### config.mk
export PLATFORM = sky130hd
export DESIGN_NAME = ft_stream_tx_flat
export DESIGN_NICKNAME = d
export VERILOG_FILES = /design/src/rtl/ft_stream_pkg.sv /design/src/rtl/ft_stream_if.sv /design/src/rtl/ft_stream_ser.sv /design/src/rtl/ft_stream_tx.sv /design/src/flat_wrapper.sv
export SDC_FILE = /design/constraint.sdc
export NUM_CORES = 1
export LEC_CHECK = 0
export ABC_AREA = 1
export BUFFER_PORTS_ARGS = -buffer_cell sky130_fd_sc_hd__buf_2
export CAP_MARGIN = 30
export CELL_PAD_IN_SITES_DETAIL_PLACEMENT = 1
export CELL_PAD_IN_SITES_GLOBAL_PLACEMENT = 2
export CORE_ASPECT_RATIO = 0.7
export CORE_MARGIN = 8
export CORE_UTILIZATION = 34
export DETAILED_ROUTE_END_ITERATION = 6
export GPL_TIMING_DRIVEN = 1
export PLACE_DENSITY = 0.89
export SYNTH_ARGS = -nofsm -noshare
export SYNTH_HDL_FRONTEND = slang
export SYNTH_SLANG_ARGS = --single-unit
### constraint.sdc
create_clock -name clk_i -period 4.75 [get_ports clk_i]
set_input_delay 0.475 -clock clk_i [delete_from_list [all_inputs] [get_ports clk_i]]
set_output_delay 0.475 -clock clk_i [all_outputs]
set_load 0.02 [all_outputs]
### src/rtl/ft_stream_pkg.sv
// ============================================================================
// Module      : ft_stream_pkg
// Description : Shared types and constants for the FT2232H streaming
//               transmitter: FSM state encoding, source-mode values and the
//               frame sync bytes.
// Revision    : 1.0 - initial release
// ============================================================================
`default_nettype none

package ft_stream_pkg;

  // Transmitter states; HDR0/HDR1 are only reached with FT_STREAM_HDR_EN.
  typedef enum logic [1:0] {
    ST_IDLE = 2'd0,
    ST_HDR0 = 2'd1,
    ST_HDR1 = 2'd2,
    ST_DATA = 2'd3
  } state_t;

  localparam logic MODE_CTR    = 1'b0;
  localparam logic MODE_STREAM = 1'b1;

  localparam logic [7:0] SYNC0 = 8'hA5;
  localparam logic [7:0] SYNC1 = 8'h5A;

endpackage

`default_nettype wire

### src/rtl/ft_stream_if.sv
// ============================================================================
// Module      : ft_stream_if
// Description : Bundles the external sample-source handshake and the FT2232H
//               synchronous FIFO write-side signals. The master modport is the
//               transmitter; the slave modport is the surrounding system.
// Revision    : 1.0 - initial release
// ============================================================================
`default_nettype none

interface ft_stream_if #(
  parameter int DATA_W = 16,
  parameter int NCHAN  = 2
);
  logic                    src_valid_i;
  logic                    src_ready_o;
  logic [NCHAN*DATA_W-1:0] src_data_i;
  logic                    ft_txe_n_i;
  logic                    ft_suspend_n_i;
  logic                    ft_wr_n_o;
  logic [7:0]              ft_data_o;

  modport master (
    input  src_valid_i, src_data_i, ft_txe_n_i, ft_suspend_n_i,
    output src_ready_o, ft_wr_n_o, ft_data_o
  );

  modport slave (
    output src_valid_i, src_data_i, ft_txe_n_i, ft_suspend_n_i,
    input  src_ready_o, ft_wr_n_o, ft_data_o
  );
endinterface

`default_nettype wire

### src/rtl/ft_stream_ser.sv
// ============================================================================
// Module      : ft_stream_ser
// Description : Byte serialiser. Loads a unit of 1..NBYTES bytes (first byte
//               in the top bits), presents one byte at a time on a registered
//               bus and tracks FIFO acceptance. A presented byte is held until
//               accepted; the next unit may be loaded on the same edge as the
//               final byte of the current one is accepted.
// Revision    : 1.0 - initial release
// ============================================================================
`default_nettype none

module ft_stream_ser #(
  parameter int NBYTES = 4
) (
  input  logic                         clk,
  input  logic                         rst,
  input  logic                         i_load,
  input  logic [$clog2(NBYTES+1)-1:0]  i_len,
  input  logic [NBYTES*8-1:0]          i_data,
  input  logic                         i_txe_n,
  input  logic                         i_suspend_n,
  output logic                         o_done,
  output logic                         o_empty,
  output logic                         o_wr_n,
  output logic [7:0]                   o_data
);

  localparam int c_CW = $clog2(NBYTES + 1);

  logic [c_CW-1:0]     r_cnt;   // bytes of the unit not yet accepted, incl. the presented one
  logic [NBYTES*8-1:0] r_sreg;  // bytes queued behind the presented one
  logic [7:0]          r_data;
  logic                r_wr_n;

  logic [c_CW-1:0]     w_cnt_nxt;
  logic [NBYTES*8-1:0] w_sreg_nxt;
  logic [7:0]          w_data_nxt;
  logic                w_acc;
  logic                w_take;

  assign w_acc   = ~r_wr_n & ~i_txe_n;
  assign o_done  = w_acc & (r_cnt == c_CW'(1));
  assign o_empty = (r_cnt == '0);
  assign w_take  = i_load & (o_empty | o_done);
  assign o_wr_n  = r_wr_n;
  assign o_data  = r_data;

  // Next presented byte: a fresh unit, the next queued byte, or hold.
  always_comb begin
    w_cnt_nxt  = r_cnt;
    w_sreg_nxt = r_sreg;
    w_data_nxt = r_data;
    if (w_take) begin
      w_data_nxt = i_data[NBYTES*8-1 -: 8];
      w_sreg_nxt = i_data << 8;
      w_cnt_nxt  = i_len;
    end else if (w_acc) begin
      w_data_nxt = r_sreg[NBYTES*8-1 -: 8];
      w_sreg_nxt = r_sreg << 8;
      w_cnt_nxt  = r_cnt - c_CW'(1);
    end
  end

  // Output register; strobe only when a byte is pending and the FIFO can take it.
  always_ff @(posedge clk) begin
    if (rst) begin
      r_cnt  <= '0;
      r_sreg <= '0;
      r_data <= 8'h00;
      r_wr_n <= 1'b1;
    end else begin
      r_cnt  <= w_cnt_nxt;
      r_sreg <= w_sreg_nxt;
      r_data <= w_data_nxt;
      r_wr_n <= ~((w_cnt_nxt != '0) & ~i_txe_n & i_suspend_n);
    end
  end

endmodule

`default_nettype wire

### src/rtl/ft_stream_tx.sv
// ============================================================================
// Module      : ft_stream_tx
// Description : FT2232H streaming transmitter. Serialises sample sets from an
//               internal counter pattern or an external source into the
//               FT2232H synchronous FIFO, channel 0 first, MSB byte first.
//               Build option FT_STREAM_HDR_EN: when defined, every frame of
//               FRAME_LEN sample sets is preceded by the sync pair A5 5A.
// Revision    : 1.0 - initial release
// ============================================================================
`default_nettype none

module ft_stream_tx
  import ft_stream_pkg::*;
#(
  parameter int DATA_W    = 16,
  parameter int NCHAN     = 2,
  parameter int FRAME_LEN = 1024
) (
  input  logic       clk_i,
  input  logic       rst_i,
  input  logic       en_i,
  input  logic       mode_i,
  output logic       busy_o,
  ft_stream_if.master bus
);

  localparam int c_NBYTES = NCHAN * DATA_W / 8;
  localparam int c_CW     = $clog2(c_NBYTES + 1);
  localparam int c_SW     = NCHAN * DATA_W;

  state_t              r_state, w_state_nxt;
  logic                r_mode;
  logic [DATA_W-1:0]   r_ctr;
  logic [DATA_W-1:0]   w_cval;
  logic [c_SW-1:0]     w_ctr_set, w_src_set, w_set, w_ldata;
  logic [c_CW-1:0]     w_len;
  logic                w_load, w_want_set, w_set_avail, w_set_done;
  logic                w_ser_done, w_ser_empty;

`ifdef FT_STREAM_HDR_EN
  localparam int c_FW = $clog2(FRAME_LEN);
  logic [c_FW-1:0]     r_frm;
  logic                w_frm_last;
  logic [c_SW-1:0]     w_hdr0, w_hdr1;

  assign w_frm_last = (r_frm == c_FW'(FRAME_LEN - 1));

  // Sync bytes as single-byte units, aligned to the serialiser's first byte.
  always_comb begin
    w_hdr0 = '0;
    w_hdr1 = '0;
    w_hdr0[c_SW-1 -: 8] = SYNC0;
    w_hdr1[c_SW-1 -: 8] = SYNC1;
  end
`endif

  assign w_set_done  = (r_state == ST_DATA) & w_ser_done;
  // A set loaded on the edge that completes the previous one must see the advanced counter.
  assign w_cval      = w_set_done ? r_ctr + DATA_W'(1) : r_ctr;
  assign w_set_avail = (r_mode == MODE_CTR) | bus.src_valid_i;
  assign w_set       = (r_mode == MODE_STREAM) ? w_src_set : w_ctr_set;
  assign busy_o      = (r_state != ST_IDLE);
  assign bus.src_ready_o = w_want_set & (r_mode == MODE_STREAM);

  // Channel 0 goes to the top of the set so it leaves the serialiser first.
  for (genvar c = 0; c < NCHAN; c++) begin : g_chan
    assign w_ctr_set[(NCHAN-1-c)*DATA_W +: DATA_W] = w_cval + DATA_W'(c);
    assign w_src_set[(NCHAN-1-c)*DATA_W +: DATA_W] = bus.src_data_i[c*DATA_W +: DATA_W];
  end

  // Next state and the unit to hand to the serialiser.
  always_comb begin
    w_state_nxt = r_state;
    w_load      = 1'b0;
    w_want_set  = 1'b0;
    w_ldata     = w_set;
    w_len       = c_CW'(c_NBYTES);
    case (r_state)
      ST_IDLE: begin
        if (en_i) begin
`ifdef FT_STREAM_HDR_EN
          w_state_nxt = ST_HDR0;
`else
          w_state_nxt = ST_DATA;
`endif
        end
      end
`ifdef FT_STREAM_HDR_EN
      ST_HDR0: begin
        if (w_ser_empty) begin
          if (en_i) begin
            w_load  = 1'b1;
            w_ldata = w_hdr0;
            w_len   = c_CW'(1);
          end else begin
            w_state_nxt = ST_IDLE;
          end
        end else if (w_ser_done) begin
          // The header pair is always completed once started.
          w_state_nxt = ST_HDR1;
          w_load      = 1'b1;
          w_ldata     = w_hdr1;
          w_len       = c_CW'(1);
        end
      end
      ST_HDR1: begin
        if (w_ser_done) begin
          if (en_i) begin
            w_state_nxt = ST_DATA;
            w_want_set  = 1'b1;
          end else begin
            w_state_nxt = ST_IDLE;
          end
        end
      end
`endif
      ST_DATA: begin
        if (w_ser_empty || w_ser_done) begin
          if (!en_i) begin
            w_state_nxt = ST_IDLE;
`ifdef FT_STREAM_HDR_EN
          end else if (w_ser_done && w_frm_last) begin
            w_state_nxt = ST_HDR0;
            w_load      = 1'b1;
            w_ldata     = w_hdr0;
            w_len       = c_CW'(1);
`endif
          end else begin
            w_want_set = 1'b1;
          end
        end
      end
      default: w_state_nxt = ST_IDLE;
    endcase
    if (w_want_set) begin
      w_load = w_set_avail;
    end
  end

  // State, latched mode and the pattern/frame counters; all cleared while idle.
  always_ff @(posedge clk_i) begin
    if (rst_i) begin
      r_state <= ST_IDLE;
      r_mode  <= MODE_CTR;
      r_ctr   <= '0;
`ifdef FT_STREAM_HDR_EN
      r_frm   <= '0;
`endif
    end else begin
      r_state <= w_state_nxt;
      if (r_state == ST_IDLE) begin
        r_mode <= mode_i;
        r_ctr  <= '0;
`ifdef FT_STREAM_HDR_EN
        r_frm  <= '0;
`endif
      end else if (w_set_done) begin
        r_ctr <= r_ctr + DATA_W'(1);
`ifdef FT_STREAM_HDR_EN
        r_frm <= w_frm_last ? '0 : r_frm + c_FW'(1);
`endif
      end
    end
  end

  ft_stream_ser #(
    .NBYTES (c_NBYTES)
  ) u_ser (
    .clk         (clk_i),
    .rst         (rst_i),
    .i_load      (w_load),
    .i_len       (w_len),
    .i_data      (w_ldata),
    .i_txe_n     (bus.ft_txe_n_i),
    .i_suspend_n (bus.ft_suspend_n_i),
    .o_done      (w_ser_done),
    .o_empty     (w_ser_empty),
    .o_wr_n      (bus.ft_wr_n_o),
    .o_data      (bus.ft_data_o)
  );

endmodule

`default_nettype wire
### src/flat_wrapper.sv
// flat-port wrapper written by rule: the top's interface ports become plain ports
module ft_stream_tx_flat import ft_stream_pkg::*;
#(
  parameter int DATA_W    = 16,
  parameter int NCHAN     = 2,
  parameter int FRAME_LEN = 1024
)
  (clk_i, rst_i, en_i, mode_i, busy_o, bus_src_valid_i, bus_src_data_i, bus_ft_txe_n_i, bus_ft_suspend_n_i, bus_src_ready_o, bus_ft_wr_n_o, bus_ft_data_o);
  ft_stream_if #(.DATA_W(DATA_W), .NCHAN(NCHAN)) bus_i ();
  input  logic clk_i;
  input  logic rst_i;
  input  logic en_i;
  input  logic mode_i;
  output logic busy_o;
  input wire logic [$bits(bus_i.src_valid_i)-1:0] bus_src_valid_i;
  input wire logic [$bits(bus_i.src_data_i)-1:0] bus_src_data_i;
  input wire logic [$bits(bus_i.ft_txe_n_i)-1:0] bus_ft_txe_n_i;
  input wire logic [$bits(bus_i.ft_suspend_n_i)-1:0] bus_ft_suspend_n_i;
  output wire logic [$bits(bus_i.src_ready_o)-1:0] bus_src_ready_o;
  output wire logic [$bits(bus_i.ft_wr_n_o)-1:0] bus_ft_wr_n_o;
  output wire logic [$bits(bus_i.ft_data_o)-1:0] bus_ft_data_o;
  assign bus_i.src_valid_i = bus_src_valid_i;
  assign bus_i.src_data_i = bus_src_data_i;
  assign bus_i.ft_txe_n_i = bus_ft_txe_n_i;
  assign bus_i.ft_suspend_n_i = bus_ft_suspend_n_i;
  assign bus_src_ready_o = bus_i.src_ready_o;
  assign bus_ft_wr_n_o = bus_i.ft_wr_n_o;
  assign bus_ft_data_o = bus_i.ft_data_o;
  ft_stream_tx #(.DATA_W(DATA_W), .NCHAN(NCHAN), .FRAME_LEN(FRAME_LEN)) u_core (.clk_i(clk_i), .rst_i(rst_i), .en_i(en_i), .mode_i(mode_i), .busy_o(busy_o), .bus(bus_i));
endmodule
---- Yosys cells after proc, flatten, opt, wreduce, memory -nomap -nowiden ----
Index checks and enable logic that the tools add are counted.
word-level totals
  flip-flop bits (word level) ............. 55
  output and inout bits ................... 11
  logic and storage cells ................. 52
operators by class
  bitwise gates (word level) .............. 13
  add/sub/neg operators ................... 3
  eq/ne operators ......................... 5
  multiplexer cells ....................... 16
  reductions and logical operators ........ 8
operator list
  operator               count
  $mux 32                3
  $add 16x1->16 const B  2
  $mux 16                1
  $mux 8                 2
  $and 1x1->1            7
  $mux 2                 3
  $mux 3                 2
  $ne 2x2->1 const B     3
  $mux 1                 4
  $not 1->1              4
  $pmux 2 s2             1
  $reduce_bool 2->1      2
  $eq 3x1->1 const B     1
  $logic_not 3->1        1
  $reduce_and 3->1       1
  $reduce_bool 3->1      1
  $sub 3x1->3 const B    1
  $eq 2x2->1 const B     1
  $logic_not 2->1        1
  $or 1x1->1             2
  $reduce_or 2->1        1
  $logic_or 1x1->1       1

---- Longest topological paths before layout ----
Gate-level depths: netlist (run 1).
  word-level depth ........................ 13
  gate-level depth with buffers ........... 18
  depth with buffers taken out ............ 17

---- Cells and area by module ----
Synthesis (run 1) repeated with hierarchy kept, for this count alone.
second synthesis, totals
  cells, all modules ...................... 570
  area total of the unflattened synthesis .. 3,457.1 µm²
by module, submodules not included
  module         sequential area each (µm²)  area an instance (µm²)  instances  cells an instance
  ft_stream_ser  720.7                       1,749.2                 1          262
  ft_stream_tx   360.3                       1,707.9                 1          308

---- Worst setup path after synthesis (run 1) ----
OpenSTA, ideal clock, no wires.
  path kind ............................... register to register
  from .................................... register u_core.u_ser.r_cnt[1]
  to ...................................... register u_core.u_ser.r_sreg[22]
  required time ........................... 4.617 ns
  stages on the path, launching flop included .. 19
  data arrival time ....................... 2.003 ns
  path slack .............................. 2.614 ns
  path buffers ............................ 1
  cells stage by stage .................... dfxtp_1 > inv_1 > ha_1 > inv_1 > nor2_2 > nand3_4 > buf_6 > nand2_1 > nand2_1 > ha_1 > inv_1 > nor3_4 > nand2_2 > nor2_4 > nand2_1 > nand2_1 > nand3_1 > nand2_1 > a21oi_2
on the way
  elaborated cells on any way between the ends .. 15
  classes of those cells .................. add/sub (1); eq/ne (1); mux (6); bitwise (4); reduce/logical (3)
RTL lines
  element                         line                 source
  start, declared                 ft_stream_ser.sv:30  logic [c_CW-1:0] r_cnt;
  start signal, assigned          ft_stream_ser.sv:72  r_cnt <= w_cnt_nxt;
  $eq 3x1->1                      ft_stream_ser.sv:42  assign o_done = w_acc & (r_cnt == c_CW'(1));
  $and 1x1->1                     ft_stream_ser.sv:42
  $and 1x1->1                     ft_stream_tx.sv:57   assign w_set_done = (r_state == ST_DATA) & w_ser_done;
  $mux 16                         ft_stream_tx.sv:59   assign w_cval = w_set_done ? r_ctr + DATA_W'(1) : r_ctr;
  named net u_core.w_ctr_set[17]  ft_stream_tx.sv:35   logic [c_SW-1:0] w_ctr_set, w_src_set, w_set, w_ldata;
  $add 16x1->16                   ft_stream_tx.sv:67   assign w_ctr_set[(NCHAN-1-c)*DATA_W +: DATA_W] = w_cval + DATA_W'(c);
  $mux 32                         ft_stream_tx.sv:61   assign w_set = (r_mode == MODE_STREAM) ? w_src_set : w_ctr_set;
  $mux 32                         ft_stream_ser.sv:53  if (w_take) begin
  end signal, assigned            ft_stream_ser.sv:73  r_sreg <= w_sreg_nxt;
  end, declared                   ft_stream_ser.sv:31  logic [NBYTES*8-1:0] r_sreg;
The timed path passes the listed nets, and every way through them passes these cells.
A chain may end at the register's enable or synchronous reset.

---- Worst setup path after layout (run 1) ----
  from .................................... register u_core.u_ser.r_wr_n, in the netlist u_core.u_ser.o_wr_n
  to ...................................... register u_core.u_ser.r_sreg[31]
on the way
  longest elaborated chain between the ends .. 9
  elaborated cells on any way between the ends .. 14
  classes of those cells .................. mux (6); bitwise (6); reduce/logical (2)
RTL lines
  element                                       line                 source
  start, declared                               ft_stream_ser.sv:33  logic r_wr_n;
  start signal, assigned                        ft_stream_ser.sv:75  r_wr_n <= ~((w_cnt_nxt != '0) & ~i_txe_n & i_suspend_n);
  $not 1->1 *                                   ft_stream_ser.sv:41  assign w_acc = ~r_wr_n & ~i_txe_n;
  $and 1x1->1 *                                 ft_stream_ser.sv:41
  $and 1x1->1                                   ft_stream_ser.sv:42
  $logic_or 1x1->1                              ft_stream_tx.sv:118  if (w_ser_empty || w_ser_done) begin
  $mux 1                                        ft_stream_tx.sv:118
  $mux 1                                        ft_stream_tx.sv:78   case (r_state)
  $mux 1                                        ft_stream_tx.sv:135  if (w_want_set) begin
  $and 1x1->1                                   ft_stream_ser.sv:44  assign w_take = i_load & (o_empty | o_done);
  $mux 32 or $reduce_bool 2->1 (tied branches)  -
Every way passes the cells marked *; elsewhere a longest branch is shown, timed or not.

==> out/summary.txt, run 1 <==
Yosys top cell area share -> 30.8%
Largest cells by area after synthesis -> dfxtp_1, nand2_1, a21oi_1
Synthesized area per cell -> 6.58 um2
Die area -> 0.0139 mm2
Layout Nets -> 611
CTS Buf Count -> 5
Dominant cell type by area after synthesis -> dfxtp_1
Yosys warns -> 0
Post-synthesis sequential area ratio -> 30.8%
Pwr dens -> 253 mW/mm2
Reg2reg start -> u_core.u_ser.o_wr_n
Clock-pin slew on the worst setup and hold paths -> 80 ps
Yosys reg bits -> 54
Initial antenna violation count -> 0
CP Max Fanout -> 34
DRC -> 0
Largest net degree at the start of global routing -> 35
Fraction of registers with async set/reset -> 0%
CP Data Arrival Time -> 3460 ps
Synth Flop Type -> dfxtp_1
Via count -> 3610
Clk_lat worst skew -> 300 ps
CP Launch Type -> register
Max Transition Viols Final -> 0
Ant diodes -> 0
Number of hold buffers added after CTS -> 0
Syn Inst Count -> 533
Routed Antenna Nets -> 0
Vias per Instance -> 5.16
IO Pins -> 50
CTS tree -> done
Min-delay src -> bus_ft_suspend_n_i
Unrepaired setup endpoints after global routing -> false
CP Class -> register to register
Die height -> 101 um
VDD IR-drop max -> 140 uV
CORE AREA -> 0.0102 mm2
Post-synth EDFFs -> 0
Number of global-route vias before repair -> 3631
CP cell instances -> inv_1, nand2_1, nor2_2, or2_1, nand3_1, nor2_4, buf_4, inv_2, nand2_2, inv_2, nand2_1, o211ai_1, inv_1
Die W -> 137 um
Max-cap check violation count -> 0
Worst setup startpoint -> u_core.u_ser.o_wr_n
Crit end category -> register
Share of post-route cells with drive strength above 1 -> 21.8%
Initial Util -> 34.4%
CTS-repair resized insts -> 0
Tmin final -> 3270 ps
Hpwl dp -> 9140 um
Total wire length -> 11800 um
Fmax -> 306 MHz
PortBufs -> 49
Post-Place Worst Slack -> 1300 ps
Static leakage -> 0.00161 uW
Routability cong. -> 0.816
Slew Limit Headroom -> 54.6%
Status -> completed
Synth Net Count -> 577
DRT Pass-1 Iters -> 4
# setup viols final -> 0
Crit path max-delay cell type -> nand2_2
Post-CTS setup buffer count -> 0
Sink Count -> 54
H-tree levels -> 2
First-pass GRT wire length -> 18900 um
DR WL/cell -> 16.8 um
GR Overflow Total -> 0
Final Cycle Share -> 68.7%
Area Overhead vs Synth -> 13.4%
FP Rows -> 31
Clk_skew -> 4.40 ps
Final Hold Fails -> 0
Final worst setup slack -> 1480 ps
Setup TNS -> 0 ps
Setup slack, reg-to-reg -> 1480 ps
Worst endpoint required time -> 4950 ps
Tot GR Track Use -> 17.2%
CTS Buffer Depth -> 2
CP peak stage delay -> 500 ps
Synth cell types -> 39
Least-Margin Pin Slew -> 679 ps
Mapped Area -> 0.00350 mm2
Worst Hold Class -> primary input to register
Root Buffer -> clkbuf_16
Starting DRT DRC Count -> 153
[layout make-up]
type                       count  area, um2
timing repair buffer          52        268
tap                          132        165
fill                        1362       6230
clock inverter                 2       16.3
multi-input combinational    398       2100
inverter                      56        210
clock buffer                   6        139
sequential                    54       1080
[layout by cell type, fill, tap and decap left out, types with 2 or more instances in the layout]
cell type and count:
nand4_1 13, o21a_1 4, nor2_1 56, a21oi_2 4
o21ai_1 7, xor2_1 3, inv_1 47, inv_2 9
clkbuf_16 5, dfxtp_1 54, nand2_2 20, a2bb2oi_1 2
buf_2 49, nor2_2 10, ha_1 5, buf_4 3
nand2_1 121, a31oi_1 5, nor3_1 3, nand3_2 5
a21oi_1 44, o21bai_1 2, nand3_1 35, o21ai_0 28
nand2_4 5, o211ai_1 8, nor2_4 7
[stage by stage]
stage	hold slack (ps)	instances	utilization, %	total power [uW]	cell area (um2)
final	384	700	39.0	1010	3980
after global routing	411	700	39.0	1040	3980
after CTS	388	700	39.0	1010	3980
after detailed placement	459	692	37.4	617	3820
after global placement	453	692	37.4	613	3820
after floorplan	437	533	-	568	3500
[path summary, 6_finish.rpt]
path / to / cells after the start
worst min-delay path: u_core.u_ser.o_wr_n / 2
worst max-delay path: u_core.u_ser.r_sreg[31] / 13
worst min register to register: u_core.u_ser.r_sreg[17] / 2
worst max register to register: u_core.u_ser.r_sreg[31] / 13
[kinds of logic (layout without fill, tap and decap cells)]
family / after synthesis / count (layout) / synth area share, %
DFF: 54 / 54 / 30.8
buffers and inverters: 81 / 116 / 9.35
and+or+nand+nor: 281 / 281 / 39.5
adders and majority gates: 5 / 5 / 1.79
xor gates and xnor gates: 3 / 3 / 0.750
AOI/OAI and AO/OA: 109 / 109 / 17.8
[state kept, by name, indices dropped and copies added (netlist names)]
signal               count
u_core.r_ctr            16
u_core.r_mode            1
u_core.r_state           1
u_core.u_ser.o_data      8
u_core.u_ser.o_wr_n      1
u_core.u_ser.r_cnt       3
u_core.u_ser.r_sreg     24
[routing by layer]
metal	global-route usage [%]	wire, um	share of wire, %	vias up
li1	-	-	-	1811
met4	2.41	59	0.50	0
met5	0	0	0	-
met1	24.1	6010	51	1731
met3	3.04	545	4.6	8
met2	27.4	5170	44	60
[worst max-delay path, delay by kind of cell, from the launching register on]
kind / cells / cell delay (ps)
buffers and inverters: 5 / 1190
AO/OA/AOI/OAI: 1 / 100
flip-flops: 1 / 390
AND/OR/NAND/NOR: 7 / 1440
[Yosys cell counts, drive strengths merged, types with 3 or more instances]
library cell,instances
dfxtp,54
inv,56
buf,8
nand2,146
ha,5
nor3,4
nand4,13
clkbuf,17
o211ai,8
a31oi,5
o21ai,35
nand3,41
o21a,4
a21oi,48
xor2,3
nor2,74
[power breakdown]
part	switching, uW	internal (uW)	total [uW]
clock network	188	213	400
registers	10.3	468	479
logic	86.1	42.1	128
total	284	723	1010
Note: power is estimated with default switching activity, not from simulation.
==> run 2, diff against run 1 <==
--- a/config.mk
+++ b/config.mk
@@ -12,10 +12,10 @@
 export CELL_PAD_IN_SITES_GLOBAL_PLACEMENT = 2
 export CORE_ASPECT_RATIO = 0.7
 export CORE_MARGIN = 8
-export CORE_UTILIZATION = 34
+export CORE_UTILIZATION = 28
 export DETAILED_ROUTE_END_ITERATION = 6
 export GPL_TIMING_DRIVEN = 1
-export PLACE_DENSITY = 0.89
+export PLACE_DENSITY = 0.79
 export SYNTH_ARGS = -nofsm -noshare
 export SYNTH_HDL_FRONTEND = slang
 export SYNTH_SLANG_ARGS = --single-unit
==> constraint.sdc (replaced) <==
create_clock -name clk_i -period 2.7 [get_ports clk_i]
set_input_delay 0.27 -clock clk_i [delete_from_list [all_inputs] [get_ports clk_i]]
set_output_delay 0.27 -clock clk_i [all_outputs]
set_load 0.02 [all_outputs]
==> run 2 against run 1 <==
Largest power group unchanged. Via count up 3.5%. Die area up 18%. Setup slack worse by 1300 ps. Final area up 3.6%. Register-to-register slack worse by 1300 ps. Sequential share of layout area down 0.95 points. Sequential power up 76%. Total power up 81%. Cell count up 6.0%.
==> out/summary.txt, run 2 (synthesis results as in run 1) <==
Crit end category -> register
CORE AREA -> 0.0123 mm2 (+21%)
CP Max Fanout -> 5 (-85%)
CTS tree -> done
Worst Hold Class -> primary input to register
Max reg flops -> 24 (unchanged)
Final Cycle Share -> 92.6% (+24 points)
VDD IR-drop max -> 241 uV (+72%)
Most frequent cells in the layout -> nand2_1, nor2_1, dfxtp_1, buf_2, inv_1
Max Transition Viols Final -> 0 (unchanged)
Largest reg by FF count -> u_core.u_ser.r_sreg
Area Overhead vs Synth -> 17.5%
Ant diodes -> 0 (unchanged)
Number of global-route vias before repair -> 3820 (+5.2%)
Overall power -> 1830 uW (+81%)
DR WL/cell -> 17.0 um (+0.69%)
Static leakage -> 0.00167 uW (+3.6%)
Clk_skew -> 7.05 ps (+2.65 ps)
Hold WS -> 199 ps (-185 ps)
H-tree levels -> 2 (unchanged)
Routability cong. -> 0.815 (-0.12%)
Fmax -> 400 MHz (+31%)
Setup TNS -> 0 ps (unchanged)
CTS Buffer Depth -> 2 (unchanged)
Least-Margin Pin Slew -> 611 ps (-68.5 ps)
Worst endpoint required time -> 2930 ps (-2020 ps)
Root Buffer -> clkbuf_16
Clock-pin slew on the worst setup and hold paths -> 70 ps (about the same)
Total wire length -> 12600 um (+6.7%)
IO Pins -> 50 (unchanged)
Largest net degree at the start of global routing -> 34 (-2.9%)
Die height -> 110 um (+8.6%)
DRT Pass-1 Iters -> 4 (unchanged)
Hpwl dp -> 9810 um (+7.4%)
CTS Buf Count -> 5 (unchanged)
DRC -> 0 (unchanged)
Most common cell after layout, fill and taps aside -> nand2_1
Final Hold Fails -> 0 (unchanged)
First-pass GRT wire length -> 20400 um (+7.9%)
Tot GR Track Use -> 15.7% (-1.5 points)
Clk_lat worst skew -> 300 ps (about the same)
Via count -> 3737 (+3.5%)
Number of hold buffers added after CTS -> 0 (unchanged)
Starting DRT DRC Count -> 189 (+24%)
# setup viols final -> 0 (unchanged)
Sink Count -> 54 (unchanged)
Vias per Instance -> 5.04 (-2.3%)
Layout Nets -> 623 (+2.0%)
Slew Limit Headroom -> 59.2% (+4.6 points)
Initial Util -> 28.4% (-5.9 points)
Initial antenna violation count -> 0 (unchanged)
Setup slack, reg-to-reg -> 200 ps (-1280 ps)
Pwr dens -> 443 mW/mm2 (+75%)
CP Data Arrival Time -> 2730 ps (-730 ps)
FP Rows -> 34 (+9.7%)
CP Class -> register to register
Die area -> 0.0164 mm2 (+18%)
CP Launch Type -> register
Die W -> 150 um (+9.0%)
Share of post-route cells with drive strength above 1 -> 23.3% (+1.4 points)
Tmin final -> 2500 ps (-766 ps)
PortBufs -> 49 (unchanged)
Status -> completed
FILL cells -> 1602 (+18%)
Max-cap check violation count -> 0 (unchanged)
GR Overflow Total -> 0 (unchanged)
Routed Antenna Nets -> 0 (unchanged)
run 2: layer usage:
metal / up-vias / share of wire (%) / track usage (%) / wire length [um]
li1: 1834 / - / - / -
met1: 1809 / 51 / 21.8 / 6390
met2: 85 / 44 / 24.7 / 5490
met3: 9 / 4.7 / 3.25 / 586
met4: 0 / 0.93 / 3.34 / 117
met5: - / 0 / 0 / 0
run 2: report_power, final:
group	internal [uW]	switching, uW
sequential	824	18.5
clock	439	309
combinational	81.4	154
run 2: final timing paths:
kind / start / endpoint / cells after the start
max: u_core.r_ctr[1] / u_core.u_ser.r_sreg[19] / 15
min: bus_ft_suspend_n_i / u_core.u_ser.o_wr_n / 2
max reg2reg: u_core.r_ctr[1] / u_core.u_ser.r_sreg[19] / 15
min reg2reg: u_core.u_ser.r_sreg[8] / u_core.u_ser.r_sreg[8] / 2
run 2: repair_timing:
action,CTS,global route
buffers inserted,0,3
gates resized for setup,0,1
setup endpoints to repair,0,5
run 2: final cells by class:
| cell class | instances | area [um2] | share of cell area, % |
|---|---|---|---|
| sequential | 54 | 1080 | 26.2 |
| inverter | 56 | 210 | 5.10 |
| tap | 162 | 203 | 4.92 |
| clock buffer | 6 | 129 | 3.13 |
| clock inverter | 2 | 37.5 | 0.911 |
| multi-input combinational | 398 | 2100 | 51.0 |
| timing repair buffer | 64 | 358 | 8.69 |
run 2: stage by stage:
stage | setup slack [ps] | util (%) | cell area (um2) | instances
global route | -7.85 | 33.4 | 4120 | 742
detailed placement | 194 | 31.8 | 3930 | 731
floorplan | 564 | - | 3500 | 533
CTS | 182 | 33.2 | 4090 | 739
global placement | 291 | 31.8 | 3930 | 731
finish | 201 | 33.4 | 4120 | 742
run 2: critical path, cell delays in order, from the launching register on:
cell     delay (ps)
dfxtp_1         430
ha_1            260
nand2_1         130
nor2_2          250
nand2_1         100
nand2_1          80
nand2_1          60
nand2_2          90
nand2_2         110
nor2_1          220
nand3_2         140
nor2_2          130
nand2_1          60
nand3_1         140
nand3_2          90
a21oi_2         140
==> run 3, diff against run 2 <==
--- a/config.mk
+++ b/config.mk
@@ -16,6 +16,7 @@
 export DETAILED_ROUTE_END_ITERATION = 6
 export GPL_TIMING_DRIVEN = 1
 export PLACE_DENSITY = 0.79
+export RECOVER_POWER = 25
 export SYNTH_ARGS = -nofsm -noshare
 export SYNTH_HDL_FRONTEND = slang
 export SYNTH_SLANG_ARGS = --single-unit
==> run 3 against run 2 <==
Cell count did not move. Core utilization fell by 0.13 points. Largest power group unchanged. Non-clock buffer count did not move. Clock power barely moved. Setup slack improved by 4.3 ps. Fmax rose by 0.17%. Sequential power barely moved. Critical path type unchanged.
==> out/summary.txt, run 3 (synthesis results as in run 1) <==
Worst Hold Class -> primary input to register
Crit path max-delay cell type -> dfxtp_1
Max-cap check violation count -> 0 (unchanged)
Pwr dens -> 445 mW/mm2 (+0.28%)
IO Pins -> 50 (unchanged)
Tmin final -> 2490 ps (-4.32 ps)
Largest net degree at the start of global routing -> 34 (unchanged)
Vias per Instance -> 5.03 (-0.16%)
DRT Pass-1 Iters -> 4 (unchanged)
Number of global-route vias before repair -> 3820 (unchanged)
Worst setup startpoint -> u_core.r_ctr[1]
P_int -> 1340 uW (-0.25%)
Area Overhead vs Synth -> 17.1%
Layout Nets -> 623 (unchanged)
Starting DRT DRC Count -> 220 (+16%)
Worst endpoint required time -> 2930 ps (about the same)
CTS Buffer Depth -> 2 (unchanged)
Initial antenna violation count -> 0 (unchanged)
DRC -> 0 (unchanged)
Most frequent CP cell -> nand2_1
Clk_lat worst skew -> 300 ps (about the same)
DP Area -> 0.00393 mm2 (unchanged)
CP peak stage delay -> 430 ps (about the same)
Post-Place Worst Slack -> 194 ps (unchanged)
CP Max Fanout -> 5 (unchanged)
Sequential power share -> 46.2% (about the same)
Min-delay src -> bus_ft_suspend_n_i
Slew Limit Headroom -> 41.4% (-18 points)
Fmax -> 401 MHz (+0.17%)
Max reg flops -> 24 (unchanged)
Placed Cells -> 731 (unchanged)
Static leakage -> 0.00163 uW (-2.5%)
Die height -> 110 um (unchanged)
Hold WS -> 198 ps (-0.585 ps)
Clock network fraction of total power -> 41.0% (about the same)
Design Area, Final -> 0.00410 mm2 (-0.40%)
Routability cong. -> 0.815 (unchanged)
Top delay family on crit path -> simple AND/OR/NAND/NOR gates
Clock-pin slew on the worst setup and hold paths -> 70 ps (about the same)
Least-Margin Pin Slew -> 879 ps (+269 ps)
# setup viols final -> 0 (unchanged)
Multi-input gate area -> 0.00210 mm2 (unchanged)
Number of hold buffers added after CTS -> 0 (unchanged)
Routed Antenna Nets -> 0 (unchanged)
PortBufs -> 49 (unchanged)
FP Rows -> 34 (unchanged)
GR Overflow Total -> 0 (unchanged)
FILL cells -> 1607 (+0.31%)
Initial Util -> 28.4% (unchanged)
Via count -> 3731 (-0.16%)
Final worst setup slack -> 205 ps (+4.32 ps)
Crit end category -> register
First-pass GRT wire length -> 20400 um (unchanged)
Final Hold Fails -> 0 (unchanged)
Max Transition Viols Final -> 0 (unchanged)
Final Cycle Share -> 92.4% (-0.16 points)
Tot GR Track Use -> 15.7% (unchanged)
CTS tree -> done
CP cell instances -> ha_1, nand2_1, nor2_2, nand2_1, nand2_1, nand2_1, nand2_2, nand2_2, nor2_1, nand3_2, nor2_2, nand2_1, nand3_1, nand3_2, a21oi_2
Clk_skew -> 7.20 ps (+0.155 ps)
VDD IR-drop max -> 241 uV (+0.19%)
CP Data Arrival Time -> 2720 ps (about the same)
H-tree levels -> 2 (unchanged)
Sink Count -> 54 (unchanged)
CTS Buf Count -> 5 (unchanged)
CP Class -> register to register
CORE AREA -> 0.0123 mm2 (unchanged)
Worst Path Buf+Inv -> 0 (unchanged)
Most frequent cells in the layout -> nand2_1, nor2_1, dfxtp_1, inv_1, a21oi_1
Ant diodes -> 0 (unchanged)
Die area -> 0.0164 mm2 (unchanged)
Sequential cell area -> 0.00108 mm2 (unchanged)
Switching share of power -> 26.5% (+0.10 points)
Comb power frac -> 12.7% (-0.2 points)
Die W -> 150 um (unchanged)
CP Launch Type -> register
Status -> completed
Non-filler cells in the finished layout -> 742 (unchanged)
Largest reg by FF count -> u_core.u_ser.r_sreg
Reg2reg start -> u_core.r_ctr[1]
DR WL/cell -> 17.0 um (+0.14%)
Root Buffer -> clkbuf_16
Hpwl dp -> 9810 um (unchanged)
Most common cell after layout, fill and taps aside -> nand2_1
Share of post-route cells with drive strength above 1 -> 21.4% (-1.9 points)
Total wire length -> 12600 um (+0.14%)
Switching pwr -> 483 uW (+0.27%)
## run 3: through the flow
stage	total power, uW	setup TNS [ps]	utilization (%)
finish	1820	0	33.3
global route	1910	-7.85	33.3
CTS	1850	0	33.2
detailed placement	1100	0	31.8
global placement	1090	0	31.8
floorplan	999	0	-
## run 3: metal layers
metal / global-route usage [%] / vias up / routed length, um
li1: - / 1836 / -
met5: 0 / - / 0
met4: 3.34 / 0 / 121
met1: 21.8 / 1806 / 6440
met2: 24.7 / 78 / 5490
met3: 3.25 / 11 / 554
## run 3: cell type report
class,instances,share of cell area (%)
Sequential cell,54,26.3
Tap cell,162,4.94
Clock inverter,2,0.915
Timing Repair Buffer,64,8.33
Clock buffer,6,3.14
Inverter,56,5.12
Multi-Input combinational cell,398,51.2
## run 3: path summary, 6_finish.rpt
check | to | slack, ps | cells after the start
hold / removal | u_core.u_ser.o_wr_n | 200 | 2
setup / recovery | u_core.u_ser.r_sreg[19] | 210 | 15
setup reg to reg | u_core.u_ser.r_sreg[19] | 210 | 15
hold reg to reg | u_core.u_ser.r_sreg[8] | 480 | 2
## run 3: repair_timing
item,CTS,global route
buffers inserted,0,3
endpoints found under the setup margin,0,5
resized for setup,0,1
## run 3: worst reg2reg max path, delay by kind of cell (launching register included)
kind | cells | cell delay [ps]
AO/OA/AOI/OAI | 1 | 140
adder cells (fa/ha/maj) | 1 | 260
flip-flops | 1 | 430
AND/OR/NAND/NOR | 13 | 1590
## run 3: power groups by stage
stage	logic (uW)	registers (uW)	clock network (uW)
floorplan	133	866	0
global placement	231	860	0
detailed placement	235	861	0
CTS	236	843	769
global route	258	846	804
finish	232	843	749
